<file path="src/rtl/mult_issue_pkg.sv">
// Shared types for the multiply/divide issue queue: core configuration and the issued-op record.
package mult_issue_pkg;

    localparam int unsigned DEF_XLEN          = 32;
    localparam int unsigned DEF_TRANS_ID_BITS = 3;

    typedef struct packed {
        int unsigned XLEN;
        int unsigned TRANS_ID_BITS;
    } cfg_t;

    localparam cfg_t cva6_cfg_empty = '{XLEN: DEF_XLEN, TRANS_ID_BITS: DEF_TRANS_ID_BITS};

    typedef enum logic [3:0] {
        NONE, LOAD, STORE, ALU, CTRL_FLOW, MULT, CSR, FPU, FPU_VEC, CVXIF, ACCEL
    } fu_t;

    typedef enum logic [4:0] {
        ADD, MUL, MULH, MULHU, MULHSU, MULW, CLMUL, CLMULH, CLMULR,
        DIV, DIVU, DIVW, DIVUW, REM, REMU, REMW, REMUW
    } fu_op_e;

    typedef struct packed {
        fu_t                           fu;
        fu_op_e                        operation;
        logic [DEF_XLEN-1:0]           operand_a;
        logic [DEF_XLEN-1:0]           operand_b;
        logic [DEF_XLEN-1:0]           imm;
        logic [DEF_TRANS_ID_BITS-1:0]  trans_id;
    } fu_data_t;

endpackage

</file>
<file path="src/rtl/mult_issue_queue.sv">
// In-order issue FIFO feeding the mul/div unit; divides wait for a free serial divider.
// Optional MULT_ISSUE_BYPASS_EN: an op reaching an empty queue may dispatch in its issue cycle.
module mult_issue_queue
    import mult_issue_pkg::*;
#(
    parameter cfg_t        CVA6Cfg = cva6_cfg_empty,
    parameter int unsigned DEPTH   = 4,
    parameter int unsigned MAX_OUT = 4
) (
    input  logic                             clk_i,
    input  logic                             rst_ni,
    input  logic                             flush_i,
    input  logic                             issue_valid_i,
    output logic                             issue_ready_o,
    input  fu_data_t                         fu_data_i,
    output fu_data_t                         fu_data_o,
    output logic                             mult_valid_o,
    input  logic                             mult_ready_i,
    input  logic                             res_valid_i,
    input  logic [CVA6Cfg.TRANS_ID_BITS-1:0] res_trans_id_i,
    output logic [$clog2(MAX_OUT+1)-1:0]     outstanding_o,
    output logic                             div_busy_o,
    output logic                             empty_o
);

    localparam int unsigned IDX_W = $clog2(DEPTH);
    localparam int unsigned PTR_W = IDX_W + 1;
    localparam int unsigned OUT_W = $clog2(MAX_OUT + 1);
    localparam int unsigned TID_W = CVA6Cfg.TRANS_ID_BITS;
    localparam logic [OUT_W-1:0] MAX_OUT_C = OUT_W'(MAX_OUT);

    // Handshakes: an op enters on issue_valid_i & issue_ready_o at a posedge; the unit
    // takes the op on fu_data_o whenever mult_valid_o is high (no back-pressure beyond mult_ready_i).

    fu_data_t          mem_q [DEPTH];
    logic [PTR_W-1:0]  wr_ptr_q, wr_ptr_d, rd_ptr_q, rd_ptr_d;
    logic [OUT_W-1:0]  out_q, out_d;
    logic              div_busy_q, div_busy_d;
    logic [TID_W-1:0]  div_id_q, div_id_d;

    fu_data_t          head;
    logic              fifo_empty, fifo_full;
    logic              out_room, div_ok;
    logic              head_is_div, in_is_div;
    logic              head_fire, byp_fire, dispatch, push;
    logic              disp_is_div;
    logic [TID_W-1:0]  disp_id;
    logic              res_dec, div_ret;

    function automatic logic is_div_op(fu_op_e op);
        return op inside {DIV, DIVU, DIVW, DIVUW, REM, REMU, REMW, REMUW};
    endfunction

    always_comb begin
        head        = mem_q[rd_ptr_q[IDX_W-1:0]];
        fifo_empty  = (wr_ptr_q == rd_ptr_q);
        fifo_full   = (wr_ptr_q[PTR_W-1] != rd_ptr_q[PTR_W-1]) &&
                      (wr_ptr_q[IDX_W-1:0] == rd_ptr_q[IDX_W-1:0]);
        out_room    = (out_q < MAX_OUT_C);
        div_ok      = mult_ready_i && !div_busy_q;
        head_is_div = is_div_op(head.operation);
        in_is_div   = is_div_op(fu_data_i.operation);

        head_fire   = !fifo_empty && out_room && (!head_is_div || div_ok) && !flush_i;
`ifdef MULT_ISSUE_BYPASS_EN
        byp_fire    = fifo_empty && issue_valid_i && out_room && (!in_is_div || div_ok) && !flush_i;
`else
        byp_fire    = 1'b0;
`endif
        dispatch    = head_fire || byp_fire;
        disp_is_div = byp_fire ? in_is_div : head_is_div;
        disp_id     = byp_fire ? TID_W'(fu_data_i.trans_id) : TID_W'(head.trans_id);
        // A bypassed op never occupies a slot.
        push        = issue_valid_i && !fifo_full && !flush_i && !byp_fire;

        res_dec     = res_valid_i && (out_q != '0);
        div_ret     = res_valid_i && div_busy_q && (res_trans_id_i == div_id_q);
    end

    always_comb begin
        wr_ptr_d   = wr_ptr_q;
        rd_ptr_d   = rd_ptr_q;
        out_d      = out_q;
        div_busy_d = div_busy_q;
        div_id_d   = div_id_q;

        if (flush_i) begin
            wr_ptr_d   = '0;
            rd_ptr_d   = '0;
            out_d      = '0;
            div_busy_d = 1'b0;
        end else begin
            if (push)      wr_ptr_d = wr_ptr_q + PTR_W'(1);
            if (head_fire) rd_ptr_d = rd_ptr_q + PTR_W'(1);

            case ({dispatch, res_dec})
                2'b10:   out_d = out_q + OUT_W'(1);
                2'b01:   out_d = out_q - OUT_W'(1);
                default: out_d = out_q;
            endcase

            // A divide only dispatches with the divider idle, so set and clear never coincide.
            if (dispatch && disp_is_div) begin
                div_busy_d = 1'b1;
                div_id_d   = disp_id;
            end else if (div_ret) begin
                div_busy_d = 1'b0;
            end
        end
    end

    always_ff @(posedge clk_i or negedge rst_ni) begin
        if (!rst_ni) begin
            wr_ptr_q   <= '0;
            rd_ptr_q   <= '0;
            out_q      <= '0;
            div_busy_q <= 1'b0;
            div_id_q   <= '0;
        end else begin
            wr_ptr_q   <= wr_ptr_d;
            rd_ptr_q   <= rd_ptr_d;
            out_q      <= out_d;
            div_busy_q <= div_busy_d;
            div_id_q   <= div_id_d;
        end
    end

    always_ff @(posedge clk_i) begin
        if (push) mem_q[wr_ptr_q[IDX_W-1:0]] <= fu_data_i;
    end

    always_comb begin
        issue_ready_o = !fifo_full;
        mult_valid_o  = dispatch;
        fu_data_o     = byp_fire ? fu_data_i : (fifo_empty ? '0 : head);
        outstanding_o = out_q;
        div_busy_o    = div_busy_q;
        empty_o       = fifo_empty && (out_q == '0);
    end

endmodule

</file>
<file path="config.mk">
export PLATFORM = sky130hd
export DESIGN_NAME = mult_issue_queue
export DESIGN_NICKNAME = d
export VERILOG_FILES = /design/src/rtl/mult_issue_pkg.sv /design/src/rtl/mult_issue_queue.sv
export SDC_FILE = /design/constraint.sdc
export NUM_CORES = 1
export LEC_CHECK = 0
export BUFFER_PORTS_ARGS = -buffer_cell sky130_fd_sc_hd__buf_4
export CORE_MARGIN = 1.5
export CORE_UTILIZATION = 40
export DETAILED_ROUTE_END_ITERATION = 8
export PLACE_DENSITY = 0.59
export RECOVER_POWER = 50
export SKIP_CTS_REPAIR_TIMING = 1
export SKIP_LAST_GASP = 1
export SYNTH_ARGS = -nofsm -noshare
export SYNTH_HDL_FRONTEND = slang
export SYNTH_SLANG_ARGS = --single-unit
</file>
<file path="constraint.sdc">
create_clock -name clk_i -period 11.55 [get_ports clk_i]
set_clock_uncertainty 0.05 [all_clocks]
set_input_delay 2.31 -clock clk_i [delete_from_list [all_inputs] [get_ports clk_i]]
set_output_delay 2.31 -clock clk_i [all_outputs]
set_load 0.03 [all_outputs]
</file>
# After elaboration in Yosys (flattened, before gate mapping)
# Memories as Yosys holds them, arrays and structs flattened.
# Cells that the tools add are included.
[classes]
addsub = 4
order_cmp = 1
eq_ne = 14
mux = 12
n_bitwise = 1
n_reduce_logical = 26
[op_table]
columns = ["operator", "n"]
rows = [
  ["2-to-1 mux 108 bit", 1],
  ["== test 5 x 4 -> 1 bit, second input constant", 7],
  ["2-to-1 mux 3 bit", 5],
  ["logical AND 1 bit", 12],
  ["adder 3 x 1 -> 3 bit, second input constant", 3],
  ["nonzero test 3 bit", 3],
  ["nonzero test 8 bit", 1],
  ["== test 3 bit", 2],
  ["one-hot mux 3 bit (2 select lines)", 1],
  ["== test 5 bit, second input constant", 1],
  ["zero test 1 bit", 5],
  ["2-to-1 mux 1 bit", 5],
  ["nonzero test 2 bit", 2],
  ["zero test 3 bit", 1],
  ["< comparator 3 bit, second input constant", 1],
  ["subtractor 3 x 1 -> 3 bit, second input constant", 1],
  ["== test 2 x 1 -> 1 bit, second input constant", 1],
  ["== test 2 bit", 1],
  ["== test 2 bit, second input constant", 1],
  ["AND reduction 2 bit", 1],
  ["logical OR 1 bit", 1],
  ["inequality test 1 bit", 1],
  ["inverter 1 bit", 1],
]
[totals]
regBits = 13
ramBits = 432
input_bits = 117
out_inout_bits = 115
elab_cells = 64
n_memories = 1
[memory_table]
columns = ["name", "depth", "width", "read_ports", "rd_ports_with_merged_regs", "wr", "line", "text"]
rows = [
  ["mem_q", 4, 108, 1, 0, 1, "mult_issue_queue.sv:35", "fu_data_t mem_q [DEPTH];"],
]

# Longest topological paths before layout
# An unclocked memory read counts as a cell.
[depth]
ltp_word = 10
ltp_mapped = 9
mapped_depth_nobuf = 8

# Worst setup path before layout
# OpenSTA, ideal clock, no wires.
[synth_timing]
path_type = "in2out"
from = "input port mult_ready_i"
to = "output port mult_valid_o"
arrival_time_ns = 3.672
required_ns = 9.190
slack_ns = 5.518
stages = 4
n_path_buf = 0
path_cell_list = "nor2b_1 > nor3b_1 > mux2_2 > nor3_1"
[synth_via]
elab_chain_cells = 4
[synth_rtl]
columns = ["item", "line", "text"]
rows = [
  ["start: declaration", "mult_issue_queue.sv:18", "input logic mult_ready_i,"],
  ["logical AND 1 bit", "mult_issue_queue.sv:60", "div_ok = mult_ready_i && !div_busy_q;"],
  ["logical OR 1 bit", "mult_issue_queue.sv:64", "head_fire = !fifo_empty && out_room && (!head_is_div || div_ok) && !flush_i;"],
  ["logical AND 1 bit (2 in series)", "mult_issue_queue.sv:64", ""],
  ["end: declaration", "mult_issue_queue.sv:17", "output logic mult_valid_o,"],
]
# Every way passes these cells.

# Worst setup path in the final report
[layout_timing]
from = "register rd_ptr_q[0]"
to = "output port mult_valid_o"
[layout_via]
elab_chain_cells = 7
word_cells_on_any_way = 17
classes_between = "9 x eq/ne; 7 x reduce/logical; 1 x memory"
[layout_rtl]
columns = ["item", "line", "text"]
rows = [
  ["start: declaration", "mult_issue_queue.sv:36", "logic [PTR_W-1:0] wr_ptr_q, wr_ptr_d, rd_ptr_q, rd_ptr_d;"],
  ["start signal: assignment", "mult_issue_queue.sv:121", "rd_ptr_q <= rd_ptr_d;"],
  ["memory read (4 x 108 bit)", "-", ""],
  ["== test 5 x 4 -> 1 bit or == test 5 bit (tied branches)", "mult_issue_queue.sv:51", "return op inside {DIV, DIVU, DIVW, DIVUW, REM, REMU, REMW, REMUW};"],
  ["nonzero test 8 bit", "mult_issue_queue.sv:51", ""],
  ["zero test 1 bit", "mult_issue_queue.sv:64", ""],
  ["logical OR 1 bit", "mult_issue_queue.sv:64", ""],
  ["logical AND 1 bit * (2 in series)", "mult_issue_queue.sv:64", ""],
]
# Every way passes the cells marked *; elsewhere a longest branch is shown, timed or not.

==> key figures <==
Outcome
  • Status: finished, violations left
  • Failing checks: capacitance limit, slew limit

Finish
  • Commonest non-fill, non-tap cell in the layout: edfxtp_1
  • Layout cell share with drive strength beyond 1: 0.299
  • Highest-count cells in the layout ignoring fill and taps: edfxtp_1, buf_4, clkbuf_1, nor2b_1, mux4_2
  • Util after Layout: 0.488
  • Layout Area Growth over Synthesis: 19.6%
  • Post-route design area: 0.0206 mm²
  • Final net count: 1,153
  • Final Instance Count excl. Fillers: 1,610

STA
  • RSZ-0062 raised after global routing: false
  • Final worst-path setup slack: 3.36 ns
  • Fmax: 122 MHz
  • Final setup violation count: 0
  • Slew at the pin with the worst max-slew slack: 3.16 ns
  • Final Hold Viols: 0
  • Final cycle utilization of the critical path: 0.709
  • Pins over their slew limit: 37
  • Final hold slack: 0.469 ns
  • Relative slew slack: -1.10
  • Setup TNS Final: 0 ns
  • Tmin final: 8.19 ns

Placement
  • Setup WS pre-CTS: 5.48 ns
  • IO buf count: 231
  • RePlAce Congestion: 0.681
  • Placed insts: 1,519
  • DP Wirelength: 20,000 µm
  • Placed cell area: 0.0195 mm²

Setup path
  • Crit path from: rd_ptr_q[0]$_DFFE_PN0P_
  • Levels on crit path: 6
  • CP Capture Type: output pin
  • CP endpoint: mult_valid_o
  • CP required: 9.19 ns
  • CP max FO: 39
  • Delay-heaviest family, CP: buffers and inverters
  • R2r setup slk: 5.36 ns
  • Worst Path Buf+Inv: 2
  • Setup Crit Path Kind: reg2out
  • Critical path's slowest cell: clkbuf_1
  • Slowest Stage Delay on Critical Path: 2.29 ns
  • Crit path DAT: 5.83 ns
  • Worst Setup Start Kind: register
  • CP cell instances: clkbuf_1 -> mux4_1 -> nor3_4 -> mux2_2 -> nor3_1 -> buf_4
  • Reg2reg path depth: 7
  • RR Endpoint: mem_q[0][63]$_DFFE_PP_
  • Reg2reg start: rd_ptr_q[0]$_DFFE_PN0P_

Detailed routing
  • Drt wl/cell: 21.5 µm
  • Initial DRC count: 539
  • First-pass DRT Iterations: 4
  • Total Wirelength: 34,600 µm
  • Number of remaining DRC errors: 0
  • Via Count: 8,167
  • Final ANT Viol Nets: 0
  • Via density: 5.07

Synth
  • Share of the synthesized area in the top cell type: 0.755
  • Yosys top cell by area: edfxtp_1
  • Register area share after synthesis: 0.774
  • Synthesized netlist cell count: 778
  • Dominant cells by area after synthesis: edfxtp_1, mux4_2, nor2b_1
  • Distinct cells, synth: 39
  • Post-Syn Area per Cell: 22.1 µm²
  • Syn Nets: 901
  • Ys Warns: 0
  • Yosys reg bits: 445
  • Mapped cell area: 0.0172 mm²

Min path
  • Worst Hold Class: reg2reg

Clock tree
  • H-tree depth: 2
  • Clock Path Buffers: 3
  • Clock latency on the worst-skew pair: 0.57 ns
  • Sink Count: 445
  • Reg clk slew, reported paths: 0.06 ns
  • Num CTS Buffers: 48
  • CTS tree: yes
  • CTS Root Cell: clkbuf_16

Power
  • Worst VDD drop: 151 µV
  • Pleak: 6.65 nW
  • Design Power: 4.95 mW
  • Power density over the cells: 241 mW/mm²

Floorplan
  • Die height: 210 µm
  • CORE AREA: 0.0421 mm²
  • Initial Util: 0.408
  • Row cnt: 75
  • Die area: 0.0442 mm²
  • I/O pin count: 232
  • Die X: 210 µm

GRT
  • First-pass GRT wire length: 52,500 µm
  • Vias in the first global route: 8,520
  • Total track usage: 0.160
  • GRT overflow: 0
  • Antenna violations before repair: 4
  • Largest net degree at the start of global routing: 64

Run
  • Max-cap violations: 1
## sequential cells by signal, summed over array words and instances, names as in the netlist
name           count
mem_q            432
rd_ptr_q           3
outstanding_o      3
div_busy_o         1
div_id_q           3
wr_ptr_q           3
## kinds of logic (layout without fill, tap and decap cells)
kind of cell	count (synthesis)	count (layout)	share of synthesized area
adder cells (fa/ha/maj)	6	6	0.00481
multiplexers	118	118	0.148
AO/OA/AOI/OAI	13	13	0.00546
other	0	3	0
flip-flops	445	445	0.774
AND/OR/NAND/NOR	147	147	0.0532
buffers and inverters	41	331	0.0102
XOR/XNOR	8	8	0.00408
## layer usage
metal / vias to the layer above / track usage / part of all wire
li1: 3676 / - / -
met1: 4199 / 0.219 / 0.43
met2: 226 / 0.236 / 0.46
met3: 64 / 0.0575 / 0.091
met4: 2 / 0.0556 / 0.024
met5: - / 0 / 0.00038
## synth_stat cells
| cell type | count |
|---|---|
| mux2_2 | 2 |
| nor3_1 | 3 |
| ha_1 | 5 |
| nor3_4 | 1 |
| fa_1 | 1 |
| mux4_1 | 2 |
| nor4b_1 | 3 |
| a31oi_1 | 2 |
| o21ai_0 | 4 |
| o31a_1 | 1 |
| and2_1 | 4 |
| buf_2 | 11 |
| nor2b_1 | 111 |
| xnor2_1 | 5 |
| nand4b_1 | 1 |
| o21a_1 | 1 |
| edfxtp_1 | 432 |
| a211oi_2 | 1 |
| xor2_1 | 3 |
| inv_1 | 3 |
| o31ai_1 | 1 |
| mux4_2 | 106 |
| nand3b_1 | 1 |
| buf_1 | 5 |
| dfrtp_1 | 13 |
| a21oi_1 | 2 |
| o2111ai_2 | 1 |
| nor3b_1 | 4 |
| mux2_1 | 5 |
| clkbuf_1 | 21 |
| buf_6 | 1 |
| or3_1 | 2 |
| nand3_1 | 3 |
| or2_2 | 1 |
| mux2i_1 | 3 |
| nand2_1 | 4 |
| and3b_1 | 1 |
| nor2_1 | 7 |
| nand4_1 | 1 |
## how the worst min path moves through the flow
| stage | start | to | slack, ns | cells after the start |
|---|---|---|---|---|
| after floorplan | div_id_q[0]$_DFFE_PN0P_ | div_id_q[0]$_DFFE_PN0P_ | 0.44 | 1 |
| after global placement | div_id_q[1]$_DFFE_PN0P_ | div_id_q[1]$_DFFE_PN0P_ | 0.45 | 1 |
| after detailed placement | div_id_q[0]$_DFFE_PN0P_ | div_id_q[0]$_DFFE_PN0P_ | 0.46 | 1 |
| after CTS | div_id_q[1]$_DFFE_PN0P_ | div_id_q[1]$_DFFE_PN0P_ | 0.47 | 1 |
| after global routing | div_id_q[1]$_DFFE_PN0P_ | div_id_q[1]$_DFFE_PN0P_ | 0.49 | 1 |
| final | div_id_q[1]$_DFFE_PN0P_ | div_id_q[1]$_DFFE_PN0P_ | 0.47 | 1 |
## power breakdown
| group | internal [mW] | switching, mW |
|---|---|---|
| registers | 1.84 | 0.0866 |
| clock network | 0.803 | 0.607 |
| logic | 0.650 | 0.961 |
## final cells by class
class / count / area [µm²]
fillers: 3492 / 21600
flip-flops and latches: 445 / 13300
multi-input cells: 292 / 3720
repair buffers: 240 / 1370
clock buffers: 59 / 1300
well taps: 539 / 674
clock inverters: 29 / 160
inverters: 3 / 11.3
diodes: 3 / 7.51
(Power assumes the default switching activity.)
